$ cat config.mk
export PLATFORM = sky130hd
export DESIGN_NAME = decode_stage
export DESIGN_NICKNAME = d
export VERILOG_FILES = /design/src/rtl/decode_stage.sv
export SDC_FILE = /design/constraint.sdc
export NUM_CORES = 1
export LEC_CHECK = 0
export CAP_MARGIN = 0
export CORE_AREA = 4 4 195 197
export DETAILED_ROUTE_END_ITERATION = 12
export DIE_AREA = 0 0 199 201
export GPL_ROUTABILITY_DRIVEN = 0
export PLACE_DENSITY = 0.79
export SETUP_SLACK_MARGIN = 0.2
export SYNTH_ARGS = -nofsm -noshare
export SYNTH_HDL_FRONTEND = slang
export SYNTH_SLANG_ARGS = --single-unit
$ cat constraint.sdc
create_clock -name clk -period 5.2 [get_ports clk]
set_input_delay 0.52 -clock clk [delete_from_list [all_inputs] [get_ports clk]]
set_output_delay 0.52 -clock clk [all_outputs]
set_load 0.02 [all_outputs]
$ cat src/rtl/decode_stage.sv
// decode_stage: RV32I decode with operand forwarding, load-use stall and branch resolution
// Output register plus an EMPTY/FULL/KILL handshake FSM; KILL is the redirect cycle.
module decode_stage #(
    parameter int NUM_FWD = 2,
    parameter int CNT_W = 16
) (
    input  logic                  clk,
    input  logic                  rst,
    input  logic                  in_valid,
    output logic                  in_ready,
    input  logic [31:0]           in_pc,
    input  logic [31:0]           in_inst,
    output logic [9:0]            rf_raddr,
    input  logic [63:0]           rf_rdata,
    input  logic [NUM_FWD-1:0]    fwd_valid,
    input  logic [NUM_FWD-1:0]    fwd_pending,
    input  logic [5*NUM_FWD-1:0]  fwd_rd,
    input  logic [32*NUM_FWD-1:0] fwd_data,
    input  logic                  flush_i,
    output logic                  out_valid,
    input  logic                  out_ready,
    output logic [31:0]           out_pc,
    output logic [31:0]           out_inst,
    output logic [31:0]           out_imm,
    output logic [31:0]           out_op1,
    output logic [31:0]           out_op2,
    output logic [4:0]            out_rd,
    output logic                  out_wreg,
    output logic                  out_illegal,
    output logic                  br_valid,
    output logic [31:0]           br_target,
    output logic [CNT_W-1:0]      stall_cnt
);
    localparam logic [6:0] OP_LUI = 7'h37, OP_AUIPC = 7'h17, OP_JAL = 7'h6f, OP_JALR = 7'h67,
        OP_BR = 7'h63, OP_LOAD = 7'h03, OP_STORE = 7'h23, OP_IMM = 7'h13, OP_OP = 7'h33,
        OP_FENCE = 7'h0f, OP_SYS = 7'h73;
    typedef enum logic [1:0] {EMPTY, FULL, KILL} state_t;
    state_t state, state_nxt;
    logic [6:0] opc, f7;
    logic [4:0] rd, rs1, rs2;
    logic [2:0] f3;
    logic [31:0] imm_i, imm_s, imm_b, imm_u, imm_j, imm, op1, op2, target;
    logic use1, use2, wcls, legal, p1, p2, hazard, wreg, cond, taken, kill, accept;
    assign {f7, rs2, rs1, f3, rd, opc} = in_inst;
    assign rf_raddr = {rs2, rs1};
    assign imm_i = {{20{in_inst[31]}}, in_inst[31:20]};
    assign imm_s = {{20{in_inst[31]}}, in_inst[31:25], in_inst[11:7]};
    assign imm_b = {{19{in_inst[31]}}, in_inst[31], in_inst[7], in_inst[30:25], in_inst[11:8], 1'b0};
    assign imm_u = {in_inst[31:12], 12'h000};
    assign imm_j = {{11{in_inst[31]}}, in_inst[31], in_inst[19:12], in_inst[20], in_inst[30:21], 1'b0};
    always_comb begin
        imm = '0;
        use1 = 1'b0;
        use2 = 1'b0;
        wcls = 1'b0;
        legal = 1'b0;
        case (opc)
            OP_LUI, OP_AUIPC: begin imm = imm_u; wcls = 1'b1; legal = 1'b1; end
            OP_JAL:   begin imm = imm_j; wcls = 1'b1; legal = 1'b1; end
            OP_JALR:  begin imm = imm_i; use1 = 1'b1; wcls = 1'b1; legal = f3 == 3'd0; end
            OP_BR:    begin imm = imm_b; use1 = 1'b1; use2 = 1'b1; legal = f3[2:1] != 2'b01; end
            OP_LOAD:  begin imm = imm_i; use1 = 1'b1; wcls = 1'b1; legal = f3 != 3'd3 && f3 < 3'd6; end
            OP_STORE: begin imm = imm_s; use1 = 1'b1; use2 = 1'b1; legal = f3 < 3'd3; end
            OP_IMM:   begin
                imm = imm_i;
                use1 = 1'b1;
                wcls = 1'b1;
                legal = f3 == 3'd1 ? f7 == 7'h00 : f3 == 3'd5 ? (f7 == 7'h00 || f7 == 7'h20) : 1'b1;
            end
            OP_OP:    begin
                use1 = 1'b1;
                use2 = 1'b1;
                wcls = 1'b1;
                legal = f7 == 7'h00 || (f7 == 7'h20 && (f3 == 3'd0 || f3 == 3'd5));
            end
            OP_FENCE: begin imm = imm_i; legal = f3 == 3'd0; end
            OP_SYS:   begin imm = imm_i; legal = in_inst == 32'h0000_0073 || in_inst == 32'h0010_0073; end
            default: ;
        endcase
    end
    // Scan from oldest to youngest so the youngest matching source overrides.
    always_comb begin
        op1 = rf_rdata[31:0];
        op2 = rf_rdata[63:32];
        p1 = 1'b0;
        p2 = 1'b0;
        for (int i = NUM_FWD - 1; i >= 0; i--) begin
            if (fwd_valid[i] && fwd_rd[5*i +: 5] == rs1) begin op1 = fwd_data[32*i +: 32]; p1 = fwd_pending[i]; end
            if (fwd_valid[i] && fwd_rd[5*i +: 5] == rs2) begin op2 = fwd_data[32*i +: 32]; p2 = fwd_pending[i]; end
        end
        if (!use1 || rs1 == 5'd0) begin op1 = '0; p1 = 1'b0; end
        if (!use2 || rs2 == 5'd0) begin op2 = '0; p2 = 1'b0; end
    end
    assign hazard = p1 || p2;
    assign wreg = legal && wcls && rd != 5'd0;
    assign cond = f3[2:1] == 2'b00 ? op1 == op2 : f3[2:1] == 2'b10 ? $signed(op1) < $signed(op2) : op1 < op2;
    assign taken = legal && (opc == OP_JAL || opc == OP_JALR || (opc == OP_BR && (cond ^ f3[0])));
    assign target = opc == OP_JALR ? (op1 + imm) & ~32'd1 : in_pc + imm;
    assign kill = state == KILL;
    assign in_ready = !rst && !flush_i && (kill || (!hazard && (state == EMPTY || out_ready)));
    assign accept = in_valid && in_ready && !kill;
    assign out_valid = state != EMPTY;
    assign br_valid = kill;
    always_comb begin
        state_nxt = flush_i ? EMPTY : accept ? (taken ? KILL : FULL) : (state == EMPTY || out_ready) ? EMPTY : FULL;
    end
    always_ff @(posedge clk) begin
        if (rst) state <= EMPTY;
        else state <= state_nxt;
    end
    always_ff @(posedge clk) begin
        if (rst) begin
            out_pc <= '0;
            out_inst <= '0;
            out_imm <= '0;
            out_op1 <= '0;
            out_op2 <= '0;
            out_rd <= '0;
            out_wreg <= 1'b0;
            out_illegal <= 1'b0;
            br_target <= '0;
            stall_cnt <= '0;
        end else begin
            if (accept) begin
                out_pc <= in_pc;
                out_inst <= in_inst;
                out_imm <= imm;
                out_op1 <= op1;
                out_op2 <= op2;
                out_rd <= wreg ? rd : 5'd0;
                out_wreg <= wreg;
                out_illegal <= !legal;
            end
            if (accept && taken) br_target <= target;
            if (in_valid && hazard && !flush_i && stall_cnt != '1) stall_cnt <= stall_cnt + 1'b1;
        end
    end
endmodule

== Word-level counts from Yosys, hierarchy flattened ==
Index checks and enable logic that the tools add are counted.

* Output and inout bits: 228
* Input bits: 211
* Bits in registers: 217
* Logic and storage cells: 124

* Equal/unequal tests: 26
* $lt $le $gt $ge: 4
* Multiplexer cells: 26
* Reduce and logical (&&, ||, !) cells: 53
* $add $sub $neg: 3
* Bitwise logic cells: 1

{| class="wikitable"
|+ Operators with widths
! cell !! count
|-
| $mux W32 || 7
|-
| $pmux W32 S5 || 1
|-
| $add A32 B32 Y32 || 2
|-
| $lt A32 B32 Y1 || 2
|-
| $eq A32 B21 Y1 const B || 1
|-
| $eq A32 B32 Y1 || 1
|-
| $eq A32 B7 Y1 const B || 1
|-
| $eq A7 B6 Y1 const B || 4
|-
| $eq A7 B7 Y1 const B || 4
|-
| $eq A5 B5 Y1 || 4
|-
| $logic_and A1 B1 Y1 || 19
|-
| $add A16 B1 Y16 const B || 1
|-
| $ne A16 B16 Y1 const B || 1
|-
| $eq A7 B5 Y1 const B || 2
|-
| $mux W1 || 14
|-
| $logic_or A1 B1 Y1 || 11
|-
| $logic_not A5 Y1 || 2
|-
| $pmux W1 S8 || 1
|-
| $eq A7 B2 Y1 const B || 1
|-
| $eq A7 B4 Y1 const B || 1
|-
| $logic_not A1 Y1 || 7
|-
| $logic_not A7 Y1 || 1
|-
| $reduce_or A7 Y1 || 1
|-
| $reduce_or A2 Y1 || 3
|-
| 17 further kinds || 21
|}

== Depth between registers and ports, before layout ==
* Depth in word-level cells: 15
* Mapped depth: 21
* Depth with buffers taken out: 18

== Least setup slack after synthesis ==
Ideal clock, no wire load.

* Path kind: input to register
* Start: input in_inst[15]
* End: register br_target[30]
* Data arrival time: 4.474 ns
* Path buffers: 3
* Stages on the path: 19
* Slack: 0.652 ns
* Library setup time: 0.074 ns
* Required time: 5.126 ns
* Cell sequence: buf_6 xnor2_1 nand3_1 nor2_1 buf_1 mux2i_1 a211oi_1 ha_1 clkbuf_1 a211o_1 a21o_1 o2111a_1 o31a_1 nand2_1 a211oi_1 a311oi_1 xnor2_1 a21oi_1 a31oi_1

* Longest elaborated chain between the ends: 13
* Elaborated cells on any way between the ends: 37
* Classes of those cells: add/sub: 2; order compare: 2; eq/ne: 5; mux: 11; bitwise: 1; reduce/logical: 16

{| class="wikitable"
|+ RTL lines
! element !! line !! RTL
|-
| start: declaration || 12 || <nowiki>input logic [31:0] in_inst,</nowiki>
|-
| $eq A5 B5 Y1 || 88 || <nowiki>if (fwd_valid[i] && fwd_rd[5*i +: 5] == rs1) begin op1 = fwd_data[32*i +: 32]; p1 = fwd_pending[i]; end</nowiki>
|-
| $logic_and A1 B1 Y1 || 88 ||
|-
| $mux W32 (2 in series) || 88 ||
|-
| $mux W32 (*) || 91 || <nowiki>if (!use1 || rs1 == 5'd0) begin op1 = '0; p1 = 1'b0; end</nowiki>
|-
| via op1[2] || 42 || <nowiki>logic [31:0] imm_i, imm_s, imm_b, imm_u, imm_j, imm, op1, op2, target;</nowiki>
|-
| $lt A32 B32 Y1 || 96 || <nowiki>assign cond = f3[2:1] == 2'b00 ? op1 == op2 : f3[2:1] == 2'b10 ? $signed(op1) < $signed(op2) : op1 < op2;</nowiki>
|-
| $mux W1 (2 in series) || 96 ||
|-
| $xor A1 B1 Y1 || 97 || <nowiki>assign taken = legal && (opc == OP_JAL || opc == OP_JALR || (opc == OP_BR && (cond ^ f3[0])));</nowiki>
|-
| $logic_and A1 B1 Y1 || 97 ||
|-
| $logic_or A1 B1 Y1 || 97 ||
|-
| $logic_and A1 B1 Y1 || 97 ||
|-
| $logic_and A1 B1 Y1 || 134 || <nowiki>if (accept && taken) br_target <= target;</nowiki>
|-
| end signal: assignment || 134 ||
|-
| end: declaration || 31 || <nowiki>output logic [31:0] br_target,</nowiki>
|}

The timed path passes the listed nets; every way through them passes the cells marked *.
A chain may end at the register's enable or synchronous reset.

== Worst setup path after layout ==
* Start: input in_inst[17]
* End: register br_target[12]

* Longest elaborated chain between the ends: 13
* Elaborated cells on any way between the ends: 35
* Classes of those cells: add/sub: 1; order compare: 2; eq/ne: 5; mux: 10; bitwise: 1; reduce/logical: 16

{| class="wikitable"
|+ RTL lines
! element !! line
|-
| $eq A5 B5 Y1 || 88
|-
| $logic_and A1 B1 Y1 || 88
|-
| $mux W32 (2 in series) || 88
|-
| $mux W32 (*) || 91
|-
| via op1[27] || 42
|-
| $lt A32 B32 Y1 || 96
|-
| $mux W1 || 96
|-
| $mux W1 (*) || 96
|-
| $xor A1 B1 Y1 (*) || 97
|-
| $logic_and A1 B1 Y1 (*) || 97
|-
| $logic_or A1 B1 Y1 (*) || 97
|-
| $logic_and A1 B1 Y1 (*) || 97
|-
| $logic_and A1 B1 Y1 (*) || 134
|}

Marks and branches as above.

==> run summary <==
Placed insts: 2822
Simple-gate share of the synthesized area: 0.229
P_leak: 8.52 nW
RSZ-0062 raised after global routing: yes
Max cap viols: 0
Top_reg_cell synth: dfxtp_1
Min-Delay Path Depth: 2
Maximum vdd drop: 0.239 mV
Power per Cell Area: 214 mW/mm2
Min-delay worst type: in -> reg
Synth cell types: 83
Clock Pin Slew Worst Setup and Hold Paths: 60 ps
Cell Area, Synth: 0.0144 mm2
Setup violators final: 0
Hold Path Sink: out_rd[4]
Clk sinks: 217
Die Wd: 199 um
Crit Path Category: in -> reg
Main combinational cell family by area after synthesis: compound AO/OA/AOI/OAI gates
Avg Inst Size Synth: 7.51 um2
F_max: 209 MHz
Post-synth EDFFs: 0
Post-Synth XOR/XNOR Area: 0.0547
Io pins: 439
Arrival time at the worst endpoint: 5240 ps
TritonRoute pass-1 iters: 5
Post-synthesis to final-layout area growth: 45.2%
Final nets: 2692
Post-Syn Instances: 1919
Syn_nets: 2226
Mux contribution to synthesized area: 0.0536
CP Buf/Inv Count: 5
Initial Util: 0.398
Cell taking the most area after synthesis: dfxtp_1
Reg2reg path depth: 9
Capturing element type of the critical path: register
Max stage delay on crit path: 550 ps
Synth top area cells: dfxtp_1 30%, nand2_1 10%, a21oi_1 8.2%, ha_1 8.2%, nor2_1 5.4%
CP startpoint: in_inst[17]
Wirelength per Cell: 22.1 um
Layout cells sized above 1: 0.0857
Critical-path maximum fanout: 11
Total Routed Length: 63400 um
Period utilisation layout: 0.922
Crit path cell chain: clkdlybuf4s50_1, xnor2_1, nand3_1, nor2_4, buf_4, mux2i_1, a211oi_1, buf_4, ha_1, nand4_1, nor2_1, a221oi_1, a21boi_1, nor4b_1, o21ai_0, mux2i_1, a21boi_4, buf_12, buf_4, nor2_1, a311oi_1
Row cnt: 70
WP data required: 5650 ps
Inserted Clock Buffers: 27
CORE AREA: 0.0363 mm2
Final Non-Filler Cells: 2873
Most common cell after layout, fill and taps aside: clkdlybuf4s50_1
Vias: 16580
Utilization after layout: 0.577
Max stage delay cell, worst path: clkdlybuf4s50_1
H-tree Lvls: 1
Most frequent cells in the layout: 437 x clkdlybuf4s50_1, 394 x nand2_1, 237 x a21oi_1
Drt drc: 0
Ys async rst share: 0
Seq cells post-synth: 217
First-pass GRT wire length: 94600 um
Vias in the first global route: 16280
DR iter-0 viols: 1592
DR vias/cell: 5.77
Startpoint types: input port
Seq/Total Area, Yosys: 0.301
Delay-heaviest family, CP: compound AO/OA/AOI/OAI gates
Crit path top cell by count: buf_4
Syn. warnings: 0
Largest net degree at the start of global routing: 198
Filler cells: 3268
Die height: 201 um
Normalized max-slew margin: 0.270
Antenna-violating nets left: 0
R2R Setup Slk: 2660 ps
Final hold vios: 0
Total die area: 0.0400 mm2
PortBufs: 438
Synth top area share: 0.301
Slew Limit Fails: 0
Post-synthesis adder-cell area fraction: 0.0843
Grt ovf: 0
Final Power: 4.49 mW
Longest Clk Path Bufs: 3
R2r startpoint: stall_cnt[6]
Min-delay src: rst
Tmin final: 4790 ps
Hold WS: 399 ps
Tightest Pin Transition: 1100 ps
Synth Area in Compound Gates: 0.231
Outcome: finished, final reports clean
Initial antenna violation count: 1
Root buf cell: clkbuf_16
Hpwl dp: 50300 um
RR Endpoint: stall_cnt[9]
GRT Total Usage: 0.298
TritonCTS clock tree: built
Worst-skew pair later-pin latency: 550 ps
Max Clock Skew: 11.0 ps
==> worst max path at each step <==
stage / slack (ps) / end / cells past startpoint
6_report: 410 / br_target[12] / 21
5_1_grt: 190 / br_target[12] / 21
4_1_cts: 380 / br_target[12] / 21
3_5_place_dp: -140 / br_target[12] / 21
3_3_place_gp: 20 / br_target[27] / 21
2_1_floorplan: 650 / br_target[30] / 19
==> cell families after synthesis <==
logic type | count (synthesis)
compound gates | 524
xor+xnor | 90
fa+ha+maj | 96
buf+inv | 158
flops | 217
mux | 76
simple gates | 758
==> per-layer routing <==
metal | vias up | routed length [um] | GRT usage
li1 | 7699 | - | -
met1 | 7755 | 24700 | 0.367
met2 | 937 | 29000 | 0.496
met3 | 189 | 6340 | 0.0710
met4 | 0 | 3350 | 0.125
met5 | - | 0 | 0
==> sequential cells by signal (all words and copies together), names as in the netlist <==
register	count
br_target	32
out_illegal	1
out_imm	32
out_inst	32
out_op1	32
out_op2	32
out_pc	32
out_rd	5
out_wreg	1
stall_cnt	16
state	2
==> report_power, final <==
| group | internal [mW] | switching (mW) |
|---|---|---|
| registers | 1.68 | 0.0110 |
| logic | 0.359 | 0.414 |
| clock network | 1.23 | 0.785 |
| total | 3.28 | 1.21 |
==> final cells by class <==
type                       instances  area, um2  share of cell area
multi-input combinational       1544       9470               0.452
timing repair buffer             570       5500               0.263
sequential                       217       4340               0.208
clock buffer                      34        722              0.0345
tap                              468        586              0.0280
clock inverter                    14        215              0.0103
inverter                          25       93.8             0.00448
antenna                            1       2.50            0.000120
==> what timing repair did <==
action	CTS	global route
hold buffers	0	0
endpoints found under the setup margin	0	33
gates resized for setup	0	5
setup buffers	0	2
==> cells in the mapped netlist, types with 16 or more instances <==
library cell and count:
nand3_1 24, nand2_1 395, nor2_1 206, buf_1 28
o211ai_1 41, a21o_1 46, inv_1 25, a21oi_1 237
o21ai_0 55, clkbuf_1 77, xor2_1 38, a211oi_1 54
dfxtp_1 217, xnor2_1 52, ha_1 94, mux2i_1 75
nor2b_1 16, and3_1 18, nor3_1 18, nand4_1 21
==> per-stage QoR <==
stage               area [um2]  setup TNS [ps]  setup slack [ps]
finish                   20900               0               407
global route             20900               0               192
CTS                      20900               0               380
detailed placement       20000           -1480              -144
global placement         20000               0              16.0
floorplan                14400               0               652
No activity file was read; power rests on OpenSTA's default activity.
